`config.mk`:
```
export PLATFORM = sky130hd
export DESIGN_NAME = dmem_bus_bridge
export DESIGN_NICKNAME = d
export VERILOG_FILES = /design/src/rtl/dmem_bus_pkg.sv /design/src/rtl/dmem_bus_timer.sv /design/src/rtl/dmem_bus_bridge.sv
export SDC_FILE = /design/constraint.sdc
export NUM_CORES = 1
export LEC_CHECK = 0
export CAP_MARGIN = 20
export CORE_ASPECT_RATIO = 0.9
export CORE_MARGIN = 2
export CORE_UTILIZATION = 41
export CTS_CLUSTER_SIZE = 25
export DETAILED_ROUTE_END_ITERATION = 8
export PLACE_DENSITY = 0.8
export SYNTH_ARGS = -nofsm -noshare
export SYNTH_HDL_FRONTEND = slang
export SYNTH_SLANG_ARGS = --single-unit
```
`constraint.sdc`:
```
create_clock -name clk -period 2.3 [get_ports clk]
set_input_delay 0.575 -clock clk [delete_from_list [all_inputs] [get_ports clk]]
set_output_delay 0.575 -clock clk [all_outputs]
set_load 0.03 [all_outputs]
```
`src/rtl/dmem_bus_pkg.sv`:
```
// -----------------------------------------------------------------------------
// dmem_bus_pkg
// Shared types and constants for the data-memory bus bridge.
// Optional build macro used by the bridge: DMEM_BRIDGE_MISALIGN_CHECK_EN.
// -----------------------------------------------------------------------------
package dmem_bus_pkg;

    // Bridge FSM states
    typedef enum logic [1:0] {
        IDLE = 2'd0,
        REQ  = 2'd1,
        WAIT = 2'd2,
        DONE = 2'd3
    } state_e;

    // Default REQ+WAIT cycle budget before an access is aborted
    localparam int TIMEOUT_DEFAULT = 255;

    // Read data returned to the core when an access is aborted
    localparam logic [31:0] ERR_RDATA = 32'hDEAD_BEEF;

    // True when a word access address is not 4-byte aligned
    function automatic logic is_misaligned(input logic [1:0] addr_lsb);
        return (addr_lsb != 2'b00);
    endfunction

endpackage

```
`src/rtl/dmem_bus_timer.sv`:
```
// -----------------------------------------------------------------------------
// dmem_bus_timer
// Saturating cycle counter for the bridge access budget. clr has priority
// over en; the count stops at LIMIT-1, where expired is asserted.
// -----------------------------------------------------------------------------
module dmem_bus_timer
    import dmem_bus_pkg::*;
#(
    parameter int LIMIT = TIMEOUT_DEFAULT
) (
    input  logic clk,
    input  logic rst,
    input  logic clr,
    input  logic en,
    output logic expired
);

    localparam int CNT_W = (LIMIT > 1) ? $clog2(LIMIT) : 1;
    localparam logic [CNT_W-1:0] LAST = CNT_W'(LIMIT - 1);

    logic [CNT_W-1:0] count_r;

    // Count REQ/WAIT cycles, restart on clear, hold once the budget is used up
    always_ff @(posedge clk or negedge rst) begin
        if (!rst) begin
            count_r <= '0;
        end else if (clr) begin
            count_r <= '0;
        end else if (en && (count_r != LAST)) begin
            count_r <= count_r + CNT_W'(1);
        end
    end

    // Budget exhausted flag
    always_comb begin
        expired = (count_r == LAST);
    end

endmodule

```
`src/rtl/dmem_bus_bridge.sv`:
```
// -----------------------------------------------------------------------------
// dmem_bus_bridge
// Converts the MEM-stage single-cycle data port into a valid/ready request
// plus response-valid transaction toward a multi-cycle data memory, stalling
// the pipeline until the access completes.
// Optional build macro: DMEM_BRIDGE_MISALIGN_CHECK_EN -- when defined, a
// request with cpu_addr[1:0] != 0 is rejected in IDLE without any bus
// transaction (IDLE -> DONE, bus_err set, read data 0).
// -----------------------------------------------------------------------------
module dmem_bus_bridge
    import dmem_bus_pkg::*;
#(
    parameter int ADDR_W  = 32,
    parameter int DATA_W  = 32,
    parameter int TIMEOUT = TIMEOUT_DEFAULT
) (
    input  logic              clk,
    input  logic              rst,
    input  logic [ADDR_W-1:0] cpu_addr,
    input  logic [DATA_W-1:0] cpu_wdata,
    input  logic              cpu_we,
    input  logic              cpu_re,
    output logic [DATA_W-1:0] cpu_rdata,
    output logic              cpu_stall,
    output logic              bus_req_valid,
    input  logic              bus_req_ready,
    output logic [ADDR_W-1:0] bus_req_addr,
    output logic [DATA_W-1:0] bus_req_wdata,
    output logic              bus_req_we,
    input  logic              bus_resp_valid,
    input  logic [DATA_W-1:0] bus_resp_rdata,
    output logic              bus_err,
    input  logic              err_clr
);

    state_e            state_r;
    state_e            state_s;

    logic [ADDR_W-1:0] addr_r;
    logic [DATA_W-1:0] wdata_r;
    logic              we_r;
    logic [DATA_W-1:0] rdata_r;
    logic              err_r;
    logic              valid_r;

    logic              cpu_req_s;
    logic              misalign_s;
    logic              accept_s;
    logic              reject_s;
    logic              complete_s;
    logic              resp_take_s;
    logic              timeout_s;
    logic              err_set_s;
    logic              stall_s;
    logic              tmr_clr_s;
    logic              tmr_en_s;
    logic              tmr_expired_s;

    dmem_bus_timer #(
        .LIMIT (TIMEOUT)
    ) u_timer (
        .clk     (clk),
        .rst     (rst),
        .clr     (tmr_clr_s),
        .en      (tmr_en_s),
        .expired (tmr_expired_s)
    );

    // State register
    always_ff @(posedge clk or negedge rst) begin
        if (!rst) begin
            state_r <= IDLE;
        end else begin
            state_r <= state_s;
        end
    end

    // Control decode: request acceptance, completion, timeout and stall
    always_comb begin
        cpu_req_s = cpu_re | cpu_we;
`ifdef DMEM_BRIDGE_MISALIGN_CHECK_EN
        misalign_s = is_misaligned(cpu_addr[1:0]);
`else
        misalign_s = 1'b0;
`endif
        accept_s    = (state_r == IDLE) && cpu_req_s && !misalign_s;
        reject_s    = (state_r == IDLE) && cpu_req_s && misalign_s;
        resp_take_s = (state_r == WAIT) && bus_resp_valid;
        // A write is finished by the handshake, a read only by its response
        complete_s  = ((state_r == REQ) && bus_req_ready && we_r) || resp_take_s;
        tmr_clr_s   = (state_r == IDLE);
        tmr_en_s    = (state_r == REQ) || (state_r == WAIT);
        timeout_s   = tmr_en_s && tmr_expired_s && !complete_s;
        err_set_s   = timeout_s || reject_s;
        // Gated by reset so the freeze drops the instant reset asserts
        stall_s     = rst && (((state_r == IDLE) && cpu_req_s) ||
                              (state_r == REQ) || (state_r == WAIT));
    end

    // Next-state logic
    always_comb begin
        state_s = state_r;
        case (state_r)
            IDLE: begin
                if (reject_s) begin
                    state_s = DONE;
                end else if (accept_s) begin
                    state_s = REQ;
                end else begin
                    state_s = IDLE;
                end
            end
            REQ: begin
                if (timeout_s) begin
                    state_s = DONE;
                end else if (bus_req_ready) begin
                    state_s = we_r ? DONE : WAIT;
                end else begin
                    state_s = REQ;
                end
            end
            WAIT: begin
                if (resp_take_s || timeout_s) begin
                    state_s = DONE;
                end else begin
                    state_s = WAIT;
                end
            end
            DONE: begin
                state_s = IDLE;
            end
            default: begin
                state_s = IDLE;
            end
        endcase
    end

    // Request latches, read data, sticky error and registered request valid
    always_ff @(posedge clk or negedge rst) begin
        if (!rst) begin
            addr_r  <= '0;
            wdata_r <= '0;
            we_r    <= 1'b0;
            rdata_r <= '0;
            err_r   <= 1'b0;
            valid_r <= 1'b0;
        end else begin
            if ((state_r == IDLE) && cpu_req_s) begin
                addr_r  <= cpu_addr;
                wdata_r <= cpu_wdata;
                we_r    <= cpu_we;
            end
            if (resp_take_s) begin
                rdata_r <= bus_resp_rdata;
            end else if (timeout_s) begin
                rdata_r <= DATA_W'(ERR_RDATA);
            end else if (reject_s) begin
                rdata_r <= '0;
            end
            // A new error outranks a simultaneous clear
            if (err_set_s) begin
                err_r <= 1'b1;
            end else if (err_clr) begin
                err_r <= 1'b0;
            end
            valid_r <= (state_s == REQ);
        end
    end

    // Output mapping
    always_comb begin
        cpu_rdata     = rdata_r;
        cpu_stall     = stall_s;
        bus_req_valid = valid_r;
        bus_req_addr  = addr_r;
        bus_req_wdata = wdata_r;
        bus_req_we    = we_r;
        bus_err       = err_r;
    end

endmodule

```
==> key figures <==
Timing
  – Setup total negative slack: 0 ns
  – Slew HR: 60.9%
  – FMAX: 0.473 GHz
  – Tmin final: 2.11 ns
  – Count of final setup violators: 0
  – Fin. max-slew vios: 0
  – Final Hold Viols: 0
  – RSZ-0062 raised after global routing: no
  – Worst slew pin tran: 0.587 ns
  – Period utilization: 91.8%
  – Worst Skew: 0.00824 ns

Synth
  – Xor/xnor share of the synthesized area: 0.411%
  – Count leader, synth: dfrtp_1
  – Post-synth EDFFs: 0
  – Syn Std Cell Area: 4260 um^2
  – Post-synthesis simple-gate area fraction: 5.35%
  – Post-synth ARST share: 100%
  – Top post-synthesis cells by count: dfrtp_1, mux2_2, o22a_1
  – Synth area leader: dfrtp_1
  – Syn_area_per_cell: 14.7 um^2
  – Post-Synth Adder-Cell Area: 1.47%
  – Synth Area in Compound Gates: 9.05%
  – Yosys top cell area share: 64.0%
  – Ys flop type: dfrtp_1
  – Top area cells in the synthesized netlist: dfrtp_1, mux2_2, o22a_1
  – Main combinational cell family by area after synthesis: multiplexers
  – Mux contribution to synthesized area: 17.2%
  – Synth Register Bits: 109
  – Post-synthesis sequential area ratio: 64.0%
  – Post-Syn Nets: 397
  – Synth cell types: 35
  – Ys Warns: 0
  – Mapped Cells: 289

Floorplan
  – Initial Util: 41.9%
  – Die Width: 111 um
  – Row cnt: 35
  – Core area: 10200 um^2
  – I/O pin total: 203
  – Die H: 101 um
  – Die area: 11200 um^2

Clock tree
  – Resize count post-CTS: 0
  – H-tree Lvls: 3
  – CTS hold repair buffers: 0
  – Worst skew pair latency: 0.33 ns
  – CTS root buffer: clkbuf_16
  – TritonCTS clock tree: done
  – Clock Tree Buf Depth: 2
  – CTS sink count: 109
  – CTS Buf Count: 9
  – CTS clk-pin slew, worst paths: 0.07 ns
  – Postcts setup bufs: 0

Placed design
  – Post-DP HPWL: 7840 um
  – GP Congestion: 0.811
  – PortBufs: 202

Layout
  – Share of layout cells above drive strength 1: 18.9%
  – Diode count: 0
  – Total Nets Final: 600
  – Number of fill cells: 804
  – Area delta synth->final: 58.0%

Status
  – Outcome: complete, no violations

Flow run
  – Max-cap viol count: 0

Drt
  – DRT Pass-1 Iters: 4
  – WL final: 10600 um
  – Drc violations: 0
  – Antenna viol nets, final: 0
  – DRT iter0 DRCs: 103
  – Via count: 3136
  – Post-DR vias/cell: 5.01
  – WL/cell: 16.9 um

Worst setup path
  – Crit end category: primary output
  – Worst r2r path cells: 6
  – Crit Reg-Reg Endpoint: cpu_rdata[11]$_DFFE_PN0P_
  – Worst EP required: 1.73 ns
  – Crit path DAT: 1.54 ns
  – R2r setup slk: 0.32 ns
  – CP startpoint kind: input pin
  – Crit Reg-Reg Startpoint: state_r[0]$_DFF_PN0_
  – Critical path class: in2out
  – Largest fanout on the critical path: 3

Power and ir drop
  – Power per standard cell area: 1550 nW/um^2
  – Tot Pwr: 0.0104 W
  – Leak: 2.79 nW
  – Max VDD drop: 0.919 mV

Global routing
  – Initial antenna violation count: 0
  – Vias in the first global route: 3449
  – GR Overflow Total: 0
  – Largest net degree at the start of global routing: 110
  – First-pass GRT wire length: 16800 um
  – Total GRT Usage: 18.6%

Min path
  – Worst hold path type: in2async
-- metrics by stage --
stage	setup slack [ns]	area, um^2	hold WS [ns]	instances	utilization (%)
2_1_floorplan	0.187	4260	0.279	289	-
3_3_place_gp	0.188	6420	0.471	610	63.2
3_5_place_dp	0.188	6420	0.478	610	63.2
4_1_cts	0.182	6730	0.350	626	66.2
5_1_grt	0.0984	6730	0.371	626	66.2
6_report	0.187	6730	0.312	626	66.2
-- where the power goes --
group	internal [W]	switching [W]	total (W)
clock	0.000889	0.000676	0.00156
sequential	0.00282	0.000466	0.00329
combinational	0.00259	0.00297	0.00556
total	0.00630	0.00411	0.0104
-- cell families after synthesis --
kind of cell / Yosys count
AO/OA/AOI/OAI: 47
XOR/XNOR: 2
adder cells (fa/ha/maj): 5
buffers and inverters: 21
flip-flops: 109
multiplexers: 65
AND/OR/NAND/NOR: 40
-- layer usage --
layer | routed length, um | share of wire, % | global-route usage [%] | vias up
li1 | - | - | - | 1457
met1 | 4150 | 39 | 21.2 | 1571
met2 | 5660 | 54 | 34.7 | 104
met3 | 700 | 6.6 | 5.89 | 4
met4 | 62 | 0.59 | 3.99 | 0
met5 | 0 | 0 | 0 | -
-- worst max-delay path, stage by stage --
cell and delay (ns):
clkdlybuf4s50_1 0.53, o21ai_4 0.09, a21boi_1 0.15, buf_4 0.19
-- final cells by class --
type / count / area [um^2] / share of cell area (%)
Sequential cell: 109 / 2730 / 40.5
Timing Repair Buffer: 207 / 2080 / 30.9
Multi-Input combinational cell: 159 / 1430 / 21.3
Clock buffer: 11 / 243 / 3.61
Tap cell: 129 / 161 / 2.40
Clock inverter: 5 / 65.1 / 0.967
Inverter: 6 / 22.5 / 0.335
-- layout by cell type (no fill, tap or decap), drive strengths merged --
master,instances
a31oi,2
mux2,64
nor2,5
nand4b,1
o31ai,1
or2,1
nand2,12
inv,9
a21boi,1
ha,5
and2,4
o22a,24
clkinv,1
o22ai,1
a22o,8
a31o,1
mux2i,1
dfrtp,109
nand4,4
nand3,3
clkbuf,11
xnor2,2
and3,2
buf,7
and4,2
nor3,6
a41oi,1
a21oi,4
a211oi,2
o21ai,2
clkdlybuf4s50,200
bufinv,1
-- worst max-delay path by stage --
stage,slack (ns),to,start,depth (start not counted)
2_1_floorplan,0.19,cpu_stall,state_r[0]$_DFF_PN0_,6
3_3_place_gp,0.19,cpu_stall,cpu_we,4
3_5_place_dp,0.19,cpu_stall,cpu_we,4
4_1_cts,0.18,cpu_stall,state_r[0]$_DFF_PN0_,5
5_1_grt,0.1,cpu_stall,state_r[0]$_DFF_PN0_,5
6_report,0.19,cpu_stall,cpu_we,4
-- flip-flops by register name, summed over array words and instances (netlist names) --
| name | flops |
|---|---|
| bus_err | 1 |
| bus_req_addr | 32 |
| bus_req_we | 1 |
| bus_req_wdata | 32 |
| state_r | 2 |
| u_timer.count_r | 8 |
| bus_req_valid | 1 |
| cpu_rdata | 32 |
Power figures use the tool's default switching activity.
